==> src/rtl/lii_rx_unpack_if.sv <==
// LII receive bundle: one packed phy input channel plus the two unpacked
// kernel streams (data, label). The upstream phy and the downstream kernel
// sit on the master side. The unpacker sits on the slave side.
interface lii_rx_unpack_if #(
  parameter int PW = 128,
  parameter int DW = 16,
  parameter int LW = 8
);
  // packed phy input channel
  logic [PW-1:0] lii_in_p0_tdata;
  logic          lii_in_p0_tvalid;
  logic          lii_in_p0_tready;
  logic [7:0]    lii_in_p0_src;
  logic [7:0]    lii_in_p0_dst;

  // unpacked kernel streams
  logic [DW-1:0] data_stream_tdata;
  logic          data_stream_tvalid;
  logic          data_stream_tready;
  logic [LW-1:0] label_stream_tdata;
  logic          label_stream_tvalid;
  logic          label_stream_tready;

  // environment side: drives the phy word, consumes both streams
  modport master (
    output lii_in_p0_tdata,
    output lii_in_p0_tvalid,
    input  lii_in_p0_tready,
    output lii_in_p0_src,
    output lii_in_p0_dst,
    input  data_stream_tdata,
    input  data_stream_tvalid,
    output data_stream_tready,
    input  label_stream_tdata,
    input  label_stream_tvalid,
    output label_stream_tready
  );

  // unpacker side
  modport slave (
    input  lii_in_p0_tdata,
    input  lii_in_p0_tvalid,
    output lii_in_p0_tready,
    input  lii_in_p0_src,
    input  lii_in_p0_dst,
    output data_stream_tdata,
    output data_stream_tvalid,
    input  data_stream_tready,
    output label_stream_tdata,
    output label_stream_tvalid,
    input  label_stream_tready
  );
endinterface

==> src/rtl/lii_rx_unpack.sv <==
// LII phy receiver for the spam-filter memory partition.
// Buffers packed phy words in a DEPTH-entry first-word-fall-through FIFO.
// Forks the head word into a data stream (bits [LW+DW-1:LW]) and a label
// stream (bits [LW-1:0]). Each branch consumes the head independently, and
// the word is popped once both branches have taken it.
// The kernel clock enable ce is high while a head word is present.
// Optional build macro LII_DST_FILTER_EN: words whose dst differs from MY_ID
// are accepted but discarded. They are counted on a saturating drop_cnt port.
module lii_rx_unpack #(
  parameter int         PW    = 128,
  parameter int         DW    = 16,
  parameter int         LW    = 8,
  parameter int         DEPTH = 4,
  parameter logic [7:0] MY_ID = 8'h01
) (
  input  logic                aclk,
  input  logic                arstn,
  lii_rx_unpack_if.slave      bus,
  output logic                ce
`ifdef LII_DST_FILTER_EN
  ,
  output logic [15:0]         drop_cnt
`endif
);

  localparam int AW = $clog2(DEPTH);
  localparam int CW = $clog2(DEPTH + 1);

  // storage and control state
  logic [PW-1:0] mem_q [DEPTH];
  logic [AW-1:0] wr_ptr_q, wr_ptr_d;
  logic [AW-1:0] rd_ptr_q, rd_ptr_d;
  logic [CW-1:0] count_q,  count_d;
  logic          done_dat_q, done_dat_d;
  logic          done_lbl_q, done_lbl_d;

  logic [PW-1:0] head_w;
  logic          nempty_w;
  logic          full_w;
  logic          in_ready_w;
  logic          accept_w;
  logic          push_w;
  logic          pop_w;
  logic          dat_valid_w;
  logic          lbl_valid_w;
  logic          take_dat_w;
  logic          take_lbl_w;

  assign head_w   = mem_q[rd_ptr_q];
  assign nempty_w = (count_q != '0);
  assign full_w   = (count_q == CW'(DEPTH));

  // Ready depends only on the registered occupancy; it never looks at the
  // downstream readies, so a full FIFO stays not-ready even in a pop cycle.
  // Holding it low while arstn is asserted keeps the phy from handing over
  // a word that would be lost.
  assign in_ready_w           = arstn & ~full_w;
  assign bus.lii_in_p0_tready = in_ready_w;
  assign accept_w             = bus.lii_in_p0_tvalid & in_ready_w;

`ifdef LII_DST_FILTER_EN
  logic        dst_ok_w;
  logic        drop_w;
  logic [15:0] drop_cnt_q, drop_cnt_d;
  logic        unused_bits_w;

  // Saturating increment for the drop counter.
  function automatic logic [15:0] sat_inc16(input logic [15:0] v);
    if (v == 16'hFFFF) return v;
    return v + 16'd1;
  endfunction

  assign dst_ok_w = (bus.lii_in_p0_dst == MY_ID);
  assign push_w   = accept_w & dst_ok_w;
  assign drop_w   = accept_w & ~dst_ok_w;
  assign drop_cnt = drop_cnt_q;

  // drop counter next state
  always_comb begin
    drop_cnt_d = drop_cnt_q;
    if (drop_w) drop_cnt_d = sat_inc16(drop_cnt_q);
  end

  // drop counter register
  always_ff @(posedge aclk or negedge arstn) begin
    if (!arstn) drop_cnt_q <= '0;
    else        drop_cnt_q <= drop_cnt_d;
  end

  // src sideband and the pad above the label/data fields carry nothing here
  assign unused_bits_w = ^{bus.lii_in_p0_src, head_w[PW-1:LW+DW]};
`else
  logic unused_bits_w;

  assign push_w = accept_w;

  // without the filter, dst, src and the pad bits are not consumed
  assign unused_bits_w = ^{bus.lii_in_p0_src, bus.lii_in_p0_dst, MY_ID,
                           head_w[PW-1:LW+DW]};
`endif

  // Fork: a branch sees the head until it has taken it once.
  assign dat_valid_w = nempty_w & ~done_dat_q;
  assign lbl_valid_w = nempty_w & ~done_lbl_q;
  assign take_dat_w  = dat_valid_w & bus.data_stream_tready;
  assign take_lbl_w  = lbl_valid_w & bus.label_stream_tready;
  assign pop_w       = nempty_w & (done_dat_q | take_dat_w)
                                & (done_lbl_q | take_lbl_w);

  assign bus.data_stream_tvalid  = dat_valid_w;
  assign bus.data_stream_tdata   = head_w[LW+DW-1:LW];
  assign bus.label_stream_tvalid = lbl_valid_w;
  assign bus.label_stream_tdata  = head_w[LW-1:0];

  // The kernel advances only while there is a word to work on.
  assign ce = nempty_w;

  // pointer, occupancy and fork-state next state
  always_comb begin
    wr_ptr_d   = wr_ptr_q;
    rd_ptr_d   = rd_ptr_q;
    count_d    = count_q;
    done_dat_d = done_dat_q | take_dat_w;
    done_lbl_d = done_lbl_q | take_lbl_w;
    if (push_w) wr_ptr_d = wr_ptr_q + AW'(1);
    if (pop_w) begin
      rd_ptr_d   = rd_ptr_q + AW'(1);
      done_dat_d = 1'b0;
      done_lbl_d = 1'b0;
    end
    case ({push_w, pop_w})
      2'b10:   count_d = count_q + CW'(1);
      2'b01:   count_d = count_q - CW'(1);
      default: count_d = count_q;
    endcase
  end

  // control registers; reset discards buffered words and partial fork state
  always_ff @(posedge aclk or negedge arstn) begin
    if (!arstn) begin
      wr_ptr_q   <= '0;
      rd_ptr_q   <= '0;
      count_q    <= '0;
      done_dat_q <= 1'b0;
      done_lbl_q <= 1'b0;
    end else begin
      wr_ptr_q   <= wr_ptr_d;
      rd_ptr_q   <= rd_ptr_d;
      count_q    <= count_d;
      done_dat_q <= done_dat_d;
      done_lbl_q <= done_lbl_d;
    end
  end

  // FIFO storage; contents are qualified by count, so no reset is needed
  always_ff @(posedge aclk) begin
    if (push_w) mem_q[wr_ptr_q] <= bus.lii_in_p0_tdata;
  end

endmodule

==> src/flat_wrapper.sv <==
// flat-port wrapper written by rule: the top's interface ports become plain ports
module lii_rx_unpack_flat 
#(
  parameter int         PW    = 128,
  parameter int         DW    = 16,
  parameter int         LW    = 8,
  parameter int         DEPTH = 4,
  parameter logic [7:0] MY_ID = 8'h01
)
  (aclk, arstn, ce, bus_lii_in_p0_tdata, bus_lii_in_p0_tvalid, bus_lii_in_p0_tready, bus_lii_in_p0_src, bus_lii_in_p0_dst, bus_data_stream_tdata, bus_data_stream_tvalid, bus_data_stream_tready, bus_label_stream_tdata, bus_label_stream_tvalid, bus_label_stream_tready);
  lii_rx_unpack_if #(.PW(PW), .DW(DW), .LW(LW)) bus_i ();
  input  logic aclk;
  input  logic arstn;
  output logic ce;
  input wire logic [$bits(bus_i.lii_in_p0_tdata)-1:0] bus_lii_in_p0_tdata;
  input wire logic [$bits(bus_i.lii_in_p0_tvalid)-1:0] bus_lii_in_p0_tvalid;
  output wire logic [$bits(bus_i.lii_in_p0_tready)-1:0] bus_lii_in_p0_tready;
  input wire logic [$bits(bus_i.lii_in_p0_src)-1:0] bus_lii_in_p0_src;
  input wire logic [$bits(bus_i.lii_in_p0_dst)-1:0] bus_lii_in_p0_dst;
  output wire logic [$bits(bus_i.data_stream_tdata)-1:0] bus_data_stream_tdata;
  output wire logic [$bits(bus_i.data_stream_tvalid)-1:0] bus_data_stream_tvalid;
  input wire logic [$bits(bus_i.data_stream_tready)-1:0] bus_data_stream_tready;
  output wire logic [$bits(bus_i.label_stream_tdata)-1:0] bus_label_stream_tdata;
  output wire logic [$bits(bus_i.label_stream_tvalid)-1:0] bus_label_stream_tvalid;
  input wire logic [$bits(bus_i.label_stream_tready)-1:0] bus_label_stream_tready;
  assign bus_i.lii_in_p0_tdata = bus_lii_in_p0_tdata;
  assign bus_i.lii_in_p0_tvalid = bus_lii_in_p0_tvalid;
  assign bus_lii_in_p0_tready = bus_i.lii_in_p0_tready;
  assign bus_i.lii_in_p0_src = bus_lii_in_p0_src;
  assign bus_i.lii_in_p0_dst = bus_lii_in_p0_dst;
  assign bus_data_stream_tdata = bus_i.data_stream_tdata;
  assign bus_data_stream_tvalid = bus_i.data_stream_tvalid;
  assign bus_i.data_stream_tready = bus_data_stream_tready;
  assign bus_label_stream_tdata = bus_i.label_stream_tdata;
  assign bus_label_stream_tvalid = bus_i.label_stream_tvalid;
  assign bus_i.label_stream_tready = bus_label_stream_tready;
  lii_rx_unpack #(.PW(PW), .DW(DW), .LW(LW), .DEPTH(DEPTH), .MY_ID(MY_ID)) u_core (.aclk(aclk), .arstn(arstn), .bus(bus_i), .ce(ce));
endmodule
==> config.mk <==
export PLATFORM = sky130hd
export DESIGN_NAME = lii_rx_unpack_flat
export DESIGN_NICKNAME = d
export VERILOG_FILES = /design/src/rtl/lii_rx_unpack_if.sv /design/src/rtl/lii_rx_unpack.sv /design/src/flat_wrapper.sv
export SDC_FILE = /design/constraint.sdc
export NUM_CORES = 1
export LEC_CHECK = 0
export BUFFER_PORTS_ARGS = -buffer_cell sky130_fd_sc_hd__buf_2
export CAP_MARGIN = 20
export CORE_MARGIN = 5
export CORE_UTILIZATION = 42
export CTS_CLUSTER_DIAMETER = 100
export DETAILED_ROUTE_END_ITERATION = 7
export GPL_TIMING_DRIVEN = 0
export PLACE_DENSITY = 0.74
export RECOVER_POWER = 25
export SLEW_MARGIN = 10
export SYNTH_ARGS = -nofsm -noshare
export SYNTH_HDL_FRONTEND = slang
export SYNTH_SLANG_ARGS = --single-unit
==> constraint.sdc <==
create_clock -name aclk -period 1.9 [get_ports aclk]
set_input_delay 0.285 -clock aclk [delete_from_list [all_inputs] [get_ports aclk]]
set_output_delay 0.285 -clock aclk [all_outputs]
set_load 0.02 [all_outputs]
==> results of run 1 <==
## worst max-delay path by stage
stage	from	to	slack (ns)	cells after the start
after floorplan	u_core.count_q[0]$_DFFE_PN0P_	u_core.mem_q[1][0]$_DFFE_PP_	0.09	3
after global placement	arstn	u_core.mem_q[1][17]$_DFFE_PP_	-0.51	4
after detailed placement	arstn	u_core.mem_q[3][5]$_DFFE_PP_	-0.30	5
after CTS	u_core.rd_ptr_q[0]$_DFFE_PN0P_	bus_data_stream_tdata[14]	-0.13	4
after global routing	u_core.rd_ptr_q[0]$_DFFE_PN0P_	bus_data_stream_tdata[14]	-0.16	4
final	u_core.rd_ptr_q[0]$_DFFE_PN0P_	bus_data_stream_tdata[13]	-0.07	4
## cells in the mapped netlist
| cell | n |
|---|---|
| a21oi_2 | 1 |
| inv_1 | 7 |
| ha_1 | 5 |
| a21oi_1 | 2 |
| nand2_1 | 2 |
| nor3_4 | 1 |
| o21ai_0 | 1 |
| mux4_1 | 6 |
| a21boi_0 | 1 |
| fa_1 | 1 |
| and2_2 | 1 |
| buf_12 | 2 |
| nor2_1 | 10 |
| nor3_2 | 1 |
| xor2_1 | 4 |
| and2_1 | 3 |
| mux2_4 | 1 |
| buf_2 | 3 |
| buf_6 | 1 |
| dfrtp_1 | 9 |
| mux4_2 | 18 |
| xnor2_1 | 2 |
| nor4b_2 | 1 |
| edfxtp_1 | 96 |
## per-stage QoR
stage	setup TNS, ns	hold slack (ns)	total power, mW	instance area [um2]	setup slack (ns)
final	-1.10	0.147	7.16	4890	-0.0749
after global routing	-3.09	0.131	7.55	4890	-0.163
after detailed placement	-16.22	0.167	5.53	4530	-0.303
after global placement	-37.34	0.154	5.44	4500	-0.514
after CTS	-2.18	0.112	7.16	4850	-0.133
after floorplan	0	-0.0106	4.80	4060	0.0909
## cells in the final DEF (no fill, tap or decap), types with 2 or more instances in the layout
master    instances
inv_1             6
mux4_1            2
dfrtp_1           6
ha_1              4
xnor2_1           2
buf_12            4
buf_2            34
buf_8             2
a21oi_1           2
nand2_1           2
nor2_1            9
xor2_1            4
clkinv_4          2
buf_6            10
buf_4             7
clkbuf_8          9
clkbuf_1         16
edfxtp_1         96
dfrtp_2           3
and2_2            4
mux4_2           22
## repair_timing
action	4_1_cts	5_1_grt
gates resized for setup	24	10
hold buffers	1	0
buffers inserted	5	4
gates cloned	0	0
pin swaps	5	4
endpoints found under the hold margin	9	0
setup endpoints to repair	122	26
## kinds of logic (layout without fill, tap and decap cells)
family | Yosys count | in the layout
compound gates | 5 | 5
mux | 25 | 25
fa+ha+maj | 6 | 6
xor+xnor | 6 | 6
buf+inv | 13 | 97
simple gates | 19 | 19
flops | 105 | 105
## power groups by stage
stage | combinational (mW) | clock [mW] | sequential (mW)
after floorplan | 1.79 | 0 | 3.01
after global placement | 2.40 | 0 | 3.04
after detailed placement | 2.48 | 0 | 3.05
after CTS | 2.71 | 1.43 | 3.02
after global routing | 3.00 | 1.50 | 3.05
final | 2.78 | 1.37 | 3.02
## area by class of cell
type	count	area, um2
clock buffers	10	128
flip-flops and latches	105	3110
repair buffers	68	438
inverters	7	26.3
well taps	129	161
fillers	749	4440
clock inverters	6	75.1
plain buffers	6	81.3
multi-input cells	61	866
## flip-flops by register name, indices dropped and copies added (netlist names)
| register | count |
|---|---|
| u_core.wr_ptr_q | 2 |
| u_core.mem_q | 96 |
| u_core.count_q | 3 |
| u_core.done_dat_q | 1 |
| u_core.rd_ptr_q | 2 |
| u_core.done_lbl_q | 1 |
## routing by layer
layer  track usage [%]  wire, um  vias to the layer above
met2              20.8      3390                       51
met4              2.98        43                        0
met3              4.78       425                        7
met1              16.2      3010                      969
met5                 0         0                        -
li1                  -         -                      876
==> metrics.txt, run 1 <==
hold endpoint u_core.mem_q[2][3]$_DFFE_PP_; clock skew 0.00916 ns; Buf/Inv on CP 3; row count 35; post-synth top area share 71.0%; Num CTS Buffers 9; internal power 4.84 mW; Inst Count DP 366; largest net degree at the start of global routing 25; Area Growth Syn to Fin 20.4%; cells after synthesis 179; Reg clk slew, reported paths 0.09 ns; share of layout cells above drive strength 1 42.2%; Synth Area in XOR/XNOR 1.30%; Vias/cell 4.85; vias in the first global route 2,121; Max VDD drop 0.000783 V; htree depth 3; Final Slew Violations 0; I/O pin total 177; antenna violations before repair 0; Logic pwr share 38.7%; Worst setup EP type primary output; via count 1,903; largest family of logic cells by synthesized area multiplexers; post-synthesis sequential area ratio 76.6%; drt drc 0; Final Critical Period 1.97 ns; Final Hold Vio Count 0; Ant. Diodes 0; failing checks negative setup slack; compound-gate portion of the synthesized area 0.771%; delay of the slowest critical-path stage 0.51 ns; delay-heaviest family, CP multiplexers; Placer Congestion 0.732; flops & latches, synth 105; Reg-to-Reg Start u_core.count_q[0]$_DFFE_PN0P_; hpwl dp 4460 um; final net count 413; RSZ-0062 raised after global routing yes; Sw Share 32.5%; DIE AREA 11,700 um2; IO buf count 56; Critical Path RT 1.62 ns; final setup violation count 24; Cell Count, Final, Fillers Out 392; r2r setup slk 0.07 ns; clk_lat worst skew 0.36 ns; worst-margin pin slew 0.684 ns; Ys Warns 0; Pleak 1.70 nW; Total GRT Usage 12.7%; Syn Area/Cell 22.7 um2; r2r endpoint u_core.count_q[2]$_DFFE_PN0P_; fin worst setup slack -0.0749 ns; die width 108 um; Final period util 104%; Hold Crit Depth 1; Clk network pwr share 19.1%; clk buf depth 2; Hold Crit Start bus_lii_in_p0_tdata[3]; fmax 506 MHz; Max-slew headroom 54.4%; WL/cell 17.5 um; final core occ 52.4%; core footprint 9330 um2; Sw Pwr 2.33 mW; PwrDens 1470 nW/um2; startpoint types register; worst r2r path cells 8; drt total wl 6870 um; TritonCTS clock tree yes; Slowest-stage cell, CP mux4_2; CP Cell Sequence buf_6 -> buf_12 -> mux4_2 -> buf_2; Die Y 108 um; post-synthesis adder-cell area fraction 2.04%; max_cap viols 0; post-synth cell types 24; total gr overflow 0; 1st-pass router iterations 4; synth top area cells edfxtp_1 71%, mux4_2 10%, dfrtp_1 5.6%; drt initial violations 89; Mapped Area 4060 um2; antenna-violating nets left 0; CP Data Arrival Time 1.69 ns; Starting Density 43.5%; cell taking the most area after synthesis edfxtp_1; Simple-Gate Fraction of Synth Area 2.78%; post-synthesis mux area share 14.2%; Synth Net Count 334; outcome finished, violations left; type of the worst setup path reg2out; Worst Path Max Fanout 9; class of the worst hold path in2reg; sequential share of power 42.1%; first-pass GRT wire length 11,000 um; clock sinks 105; CTS root buf clkbuf_8
(Power assumes the default switching activity.)
==> inputs of run 2 (changes only) <==
Settings changed: PLACE_DENSITY 0.74 to 0.71, SKIP_LAST_GASP from default to 1.
Clock period 1.9 ns to 2.2 ns, I/O delays scaled along.
==> run 2 against run 1 <==
Sequential share of layout area rose by 2.0 points. Clock power shrank 11%. Combinational power fell by 24%. The run now ends clean. Critical endpoint is now bus_data_stream_tdata[11]. Register-to-register slack improved by 0.17 ns. Clock-buffer cell count fell by 1.
==> metrics.txt, run 2 (same netlist as run 1, synthesis figures left out) <==
commonest non-fill, non-tap cell in the layout edfxtp_1 (unchanged); drt total wl 6810 um (was 6870 um); Ant. Diodes 0 (unchanged); Final Slew Violations 0 (unchanged); Cell Count, Final, Fillers Out 382 (was 392); I/O pin total 177 (unchanged); Final Critical Period 2.06 ns; startpoint types register (unchanged); power after layout 5.91 mW (was 7.16 mW); htree depth 3 (unchanged); DIE AREA 11,700 um2 (unchanged); Total GRT Usage 12.5% (was 12.7%); TritonCTS clock tree yes (unchanged); r2r endpoint u_core.count_q[2]$_DFFE_PN0P_ (unchanged); via count 1,847 (was 1,903); drt drc 0 (unchanged); die width 108 um (unchanged); share of layout cells above drive strength 1 34.8% (was 42.2%); largest net degree at the start of global routing 25 (unchanged); Inst Count DP 366 (unchanged); Starting Density 43.5% (unchanged); total gr overflow 0 (unchanged); Critical Path RT 1.87 ns (was 1.62 ns); WL/cell 17.8 um (was 17.5 um); fmax 484 MHz; Final period util 93.8%; most frequent cells in the layout 96 x edfxtp_1, 41 x buf_2, 18 x mux4_2 (was 96 x edfxtp_1, 34 x buf_2, 22 x mux4_2); Worst setup EP type primary output (unchanged); Largest regs u_core.mem_q (96), u_core.count_q (3) (unchanged); antenna-violating nets left 0 (unchanged); first-pass GRT wire length 10,600 um (was 11,000 um); post-place setup slack -0.0310 ns (was -0.303 ns); clock sinks 105 (unchanged); class of the worst hold path in2reg (unchanged); CP Cell Sequence buf_6 -> buf_12 -> mux4_2 -> buf_2 (unchanged); Reg clk slew, reported paths 0.09 ns (about the same); outcome complete, no violations (was finished, violations left); worst r2r path cells 9 (was 8); PwrDens 1250 nW/um2 (was 1470 nW/um2); final core occ 50.7% (was 52.4%); Pleak 1.65 nW (was 1.70 nW); Worst Path Max Fanout 10 (was 9); Die Y 108 um (unchanged); final net count 404 (was 413); hpwl dp 4550 um (was 4460 um); core footprint 9330 um2 (unchanged); Largest register FFs 96 (unchanged); delay-heaviest family, CP multiplexers (unchanged); r2r setup slk 0.24 ns (was 0.07 ns); type of the worst setup path reg2out (unchanged); Reg-to-Reg Start u_core.count_q[0]$_DFFE_PN0P_ (unchanged); fill count 767 (was 749); worst-margin pin slew 0.653 ns (was 0.684 ns); vias in the first global route 2,036 (was 2,121); clk_lat worst skew 0.35 ns (was 0.36 ns); 1st-pass router iterations 4 (unchanged); delay of the slowest critical-path stage 0.52 ns (was 0.51 ns); fin worst setup slack 0.136 ns (was -0.0749 ns); antenna violations before repair 0 (unchanged); Placer Congestion 0.711 (was 0.732); max_cap viols 0 (unchanged); CTS root buf clkbuf_8 (unchanged); final setup violation count 0 (was 24); clock skew 0.00740 ns (was 0.00916 ns); Max-slew headroom 56.5% (was 54.4%); drt initial violations 96 (was 89); IO buf count 56 (unchanged); Final Hold Vio Count 0 (unchanged); Biggest register u_core.mem_q (unchanged); CP Data Arrival Time 1.73 ns (was 1.69 ns); # Post-CTS Setup Buffers 0 (was 5); Hold Crit Depth 1 (unchanged); Num CTS Buffers 9 (unchanged); Max VDD drop 0.000622 V (was 0.000783 V); row count 35 (unchanged); clk buf depth 2 (unchanged); hold endpoint u_core.mem_q[0][1]$_DFFE_PP_ (was u_core.mem_q[2][3]$_DFFE_PP_); Hold Crit Start bus_lii_in_p0_tdata[1] (was bus_lii_in_p0_tdata[3]); Area Growth Syn to Fin 16.6% (was 20.4%); Slowest-stage cell, CP mux4_2 (unchanged); RSZ-0062 raised after global routing no (was yes); Buf/Inv on CP 3 (unchanged); WHS 0.197 ns (was 0.147 ns); Vias/cell 4.84 (was 4.85)
## run 2: layout make-up
| class | instances | area (um2) | share of cell area [%] |
|---|---|---|---|
| Buffer | 6 | 68.8 | 1.45 |
| Clock buffer | 9 | 124 | 2.62 |
| Clock inverter | 6 | 82.6 | 1.75 |
| Inverter | 7 | 26.3 | 0.555 |
| Multi-Input combinational cell | 61 | 861 | 18.2 |
| Sequential cell | 105 | 3110 | 65.7 |
| Tap cell | 129 | 161 | 3.41 |
| Timing Repair Buffer | 59 | 299 | 6.32 |
## run 2: how the worst max path moves through the flow
stage	startpoint	to	slack [ns]	cells past startpoint
after floorplan	u_core.count_q[0]$_DFFE_PN0P_	u_core.mem_q[1][0]$_DFFE_PP_	0.39	3
after global placement	arstn	u_core.mem_q[3][22]$_DFFE_PP_	-0.26	4
after detailed placement	arstn	u_core.mem_q[1][13]$_DFFE_PP_	-0.03	5
after CTS	u_core.rd_ptr_q[1]$_DFFE_PN0P_	bus_data_stream_tdata[11]	0.04	4
after global routing	u_core.rd_ptr_q[0]$_DFFE_PN0P_	bus_data_stream_tdata[11]	0.02	4
final	u_core.rd_ptr_q[0]$_DFFE_PN0P_	bus_data_stream_tdata[11]	0.14	4
## run 2: metal layers
layer / up-vias / global-route usage (%) / part of all wire, %
li1: 861 / - / -
met2: 50 / 21.8 / 53
met5: - / 0 / 0
met4: 0 / 3.52 / 0.63
met1: 932 / 14.2 / 39
met3: 4 / 5.13 / 7.3
## run 2: power breakdown
group	total, mW	switching, mW	internal (mW)	leakage [nW]
combinational	2.10	1.17	0.924	0.564
clock	1.22	0.593	0.631	0.107
sequential	2.59	0.121	2.47	0.979
## run 2: stage by stage
step	TNS, ns	cell area, um2
2_1_floorplan	0	4060
3_3_place_gp	-17.87	4500
3_5_place_dp	-0.641	4530
4_1_cts	0	4750
5_1_grt	0	4730
6_report	0	4730
## run 2: repair_timing
action,in CTS,in global routing
hold buffers,1,0
gates resized for setup,0,3
hold endpoints to repair,9,0
setup endpoints to repair,0,27
==> inputs of run 3 (changes only) <==
Settings changed: CTS_CLUSTER_SIZE from default to 20, GPL_TIMING_DRIVEN 0 to default.
==> run 3 against run 2 <==
First-iteration DRC count is 23% lower. Critical path type unchanged. Setup slack lost 0.0047 ns. Sequential power about the same.
==> metrics.txt, run 3 (same netlist as run 1, synthesis figures left out) <==
Max VDD drop 0.000780 V (was 0.000622 V); fmax 483 MHz (was 484 MHz); PwrDens 1230 nW/um2 (was 1250 nW/um2); fin worst setup slack 0.131 ns (was 0.136 ns); drt total wl 6650 um (was 6810 um); type of the worst setup path reg2out (unchanged); vias in the first global route 2,024 (was 2,036); post-place setup slack 0.258 ns (was -0.0310 ns); Clk network pwr share 20.8% (was 20.7%); Placer Congestion 0.674 (was 0.711); TritonCTS clock tree yes (unchanged); drt initial violations 74 (was 96); RSZ-0062 raised after global routing no (unchanged); Largest regs u_core.mem_q (96), u_core.count_q (3) (unchanged); commonest non-fill, non-tap cell in the layout edfxtp_1 (unchanged); antenna-violating nets left 0 (unchanged); Total GRT Usage 12.3% (was 12.5%); antenna violations before repair 0 (unchanged); Setup TNS Final 0 ns (unchanged); outcome complete, no violations (unchanged); Vias/cell 4.84 (about the same); Ant. Diodes 0 (unchanged); max_cap viols 0 (unchanged); CP Data Arrival Time 1.74 ns (was 1.73 ns); Final Slew Violations 0 (unchanged); Largest register FFs 96 (unchanged); drt drc 0 (unchanged); Critical Path RT 1.87 ns (about the same); die width 108 um (unchanged); Worst Path Max Fanout 12 (was 10); # Post-CTS Setup Buffers 0 (unchanged); Logic pwr share 34.8% (was 35.5%); r2r setup slk 0.24 ns (about the same); Num CTS Buffers 9 (unchanged); class of the worst hold path in2reg (unchanged); Max-slew headroom 78.5% (was 56.5%); Worst setup EP type primary output (unchanged); IO buf count 56 (unchanged); clk buf depth 2 (unchanged); CTS root buf clkbuf_8 (unchanged); DIE AREA 11,700 um2 (unchanged); Hold Crit Depth 1 (unchanged); Sw Pwr 1.93 mW (was 1.89 mW); Reg clk slew, reported paths 0.09 ns (about the same); Biggest register u_core.mem_q (unchanged); Sw Share 33.1% (was 31.9%); worst r2r path cells 8 (was 9); Final period util 94.0% (was 93.8%); most frequent cells in the layout 96 x edfxtp_1, 39 x buf_2, 18 x mux4_2 (was 96 x edfxtp_1, 41 x buf_2, 18 x mux4_2); I/O pin total 177 (unchanged); 1st-pass router iterations 4 (unchanged); Hold Crit Start bus_lii_in_p0_tdata[1] (unchanged); total gr overflow 0 (unchanged); Starting Density 43.5% (unchanged); final core occ 50.9% (was 50.7%); startpoint types register (unchanged); clock sinks 105 (unchanged); largest net degree at the start of global routing 25 (unchanged); Final Hold Vio Count 0 (unchanged); row count 35 (unchanged); internal power 3.90 mW (was 4.02 mW); Area Growth Syn to Fin 17.1% (was 16.6%); WHS 0.186 ns (was 0.197 ns); share of layout cells above drive strength 1 34.9% (was 34.8%); final setup violation count 0 (unchanged); Reg-to-Reg Start u_core.count_q[2]$_DFFE_PN0P_ (was u_core.count_q[0]$_DFFE_PN0P_); via count 1,859 (was 1,847); WL/cell 17.3 um (was 17.8 um); worst-margin pin slew 0.321 ns (was 0.653 ns); Final Critical Period 2.07 ns (was 2.06 ns); clock skew 0.0111 ns (was 0.00740 ns); sequential share of power 44.4% (was 43.8%); final net count 405 (was 404); first-pass GRT wire length 10,500 um (was 10,600 um); Pleak 1.65 nW (about the same); clk_lat worst skew 0.36 ns (was 0.35 ns); Die Y 108 um (unchanged); hpwl dp 4280 um (was 4550 um); r2r endpoint u_core.count_q[2]$_DFFE_PN0P_ (unchanged); core footprint 9330 um2 (unchanged); hold endpoint u_core.mem_q[0][1]$_DFFE_PP_ (unchanged); htree depth 3 (unchanged)
[run 3: cell count changes in the layout (fill, tap and decap cells not counted), sizes merged]
cell      change
inv           +3
buf           +2
clkinv        -2
clkinvlp      +1
clkbuf        -1
bufinv        -1
[run 3: routing by layer]
| layer | track usage, % | share of wire (%) | up-vias |
|---|---|---|---|
| met5 | 0 | 0 | - |
| met2 | 20.2 | 50 | 50 |
| met1 | 15.4 | 43 | 938 |
| met3 | 4.66 | 6.2 | 9 |
| met4 | 2.98 | 1.1 | 0 |
| li1 | - | - | 862 |
[run 3: how the worst max path moves through the flow]
stage | start | to
3_5_place_dp | u_core.count_q[2]$_DFFE_PN0P_ | u_core.count_q[2]$_DFFE_PN0P_
5_1_grt | u_core.rd_ptr_q[0]$_DFFE_PN0P_ | bus_label_stream_tdata[4]
6_report | u_core.rd_ptr_q[0]$_DFFE_PN0P_ | bus_label_stream_tdata[0]
3_3_place_gp | u_core.count_q[0]$_DFFE_PN0P_ | u_core.count_q[2]$_DFFE_PN0P_
4_1_cts | u_core.rd_ptr_q[0]$_DFFE_PN0P_ | bus_label_stream_tdata[4]
2_1_floorplan | u_core.count_q[0]$_DFFE_PN0P_ | u_core.mem_q[1][0]$_DFFE_PP_
[run 3: timing repair]
action,in CTS,in global routing
resized for setup,0,1
setup endpoints to repair,0,1
hold buffers,1,0
hold endpoints to repair,9,0
[run 3: metrics by stage]
step | std cells | power [mW] | instance area [um2]
4_1_cts | 384 | 5.93 | 4770
3_5_place_dp | 367 | 4.71 | 4550
6_report | 384 | 5.83 | 4750
2_1_floorplan | 179 | 4.15 | 4060
3_3_place_gp | 367 | 4.66 | 4550
5_1_grt | 384 | 6.18 | 4750
[run 3: critical path: stages, from the launching register on]
cell,delay [ns]
dfrtp_2,0.38
buf_4,0.24
mux4_1,0.59
buf_2,0.18
[run 3: power groups by stage]
stage / combinational (mW) / sequential (mW) / clock, mW
after detailed placement: 2.08 / 2.63 / 0
after global routing: 2.23 / 2.62 / 1.34
final: 2.03 / 2.59 / 1.21
after CTS: 2.08 / 2.59 / 1.25
after global placement: 2.04 / 2.62 / 0
after floorplan: 1.55 / 2.60 / 0
[run 3: final cells by class]
type | instances | area (um2)
Inverter | 7 | 26.3
Clock inverter | 7 | 83.8
Tap cell | 129 | 161
Multi-Input combinational cell | 61 | 857
Sequential cell | 105 | 3110
Fill cell | 773 | 4580
Clock buffer | 9 | 124
Timing Repair Buffer | 66 | 390
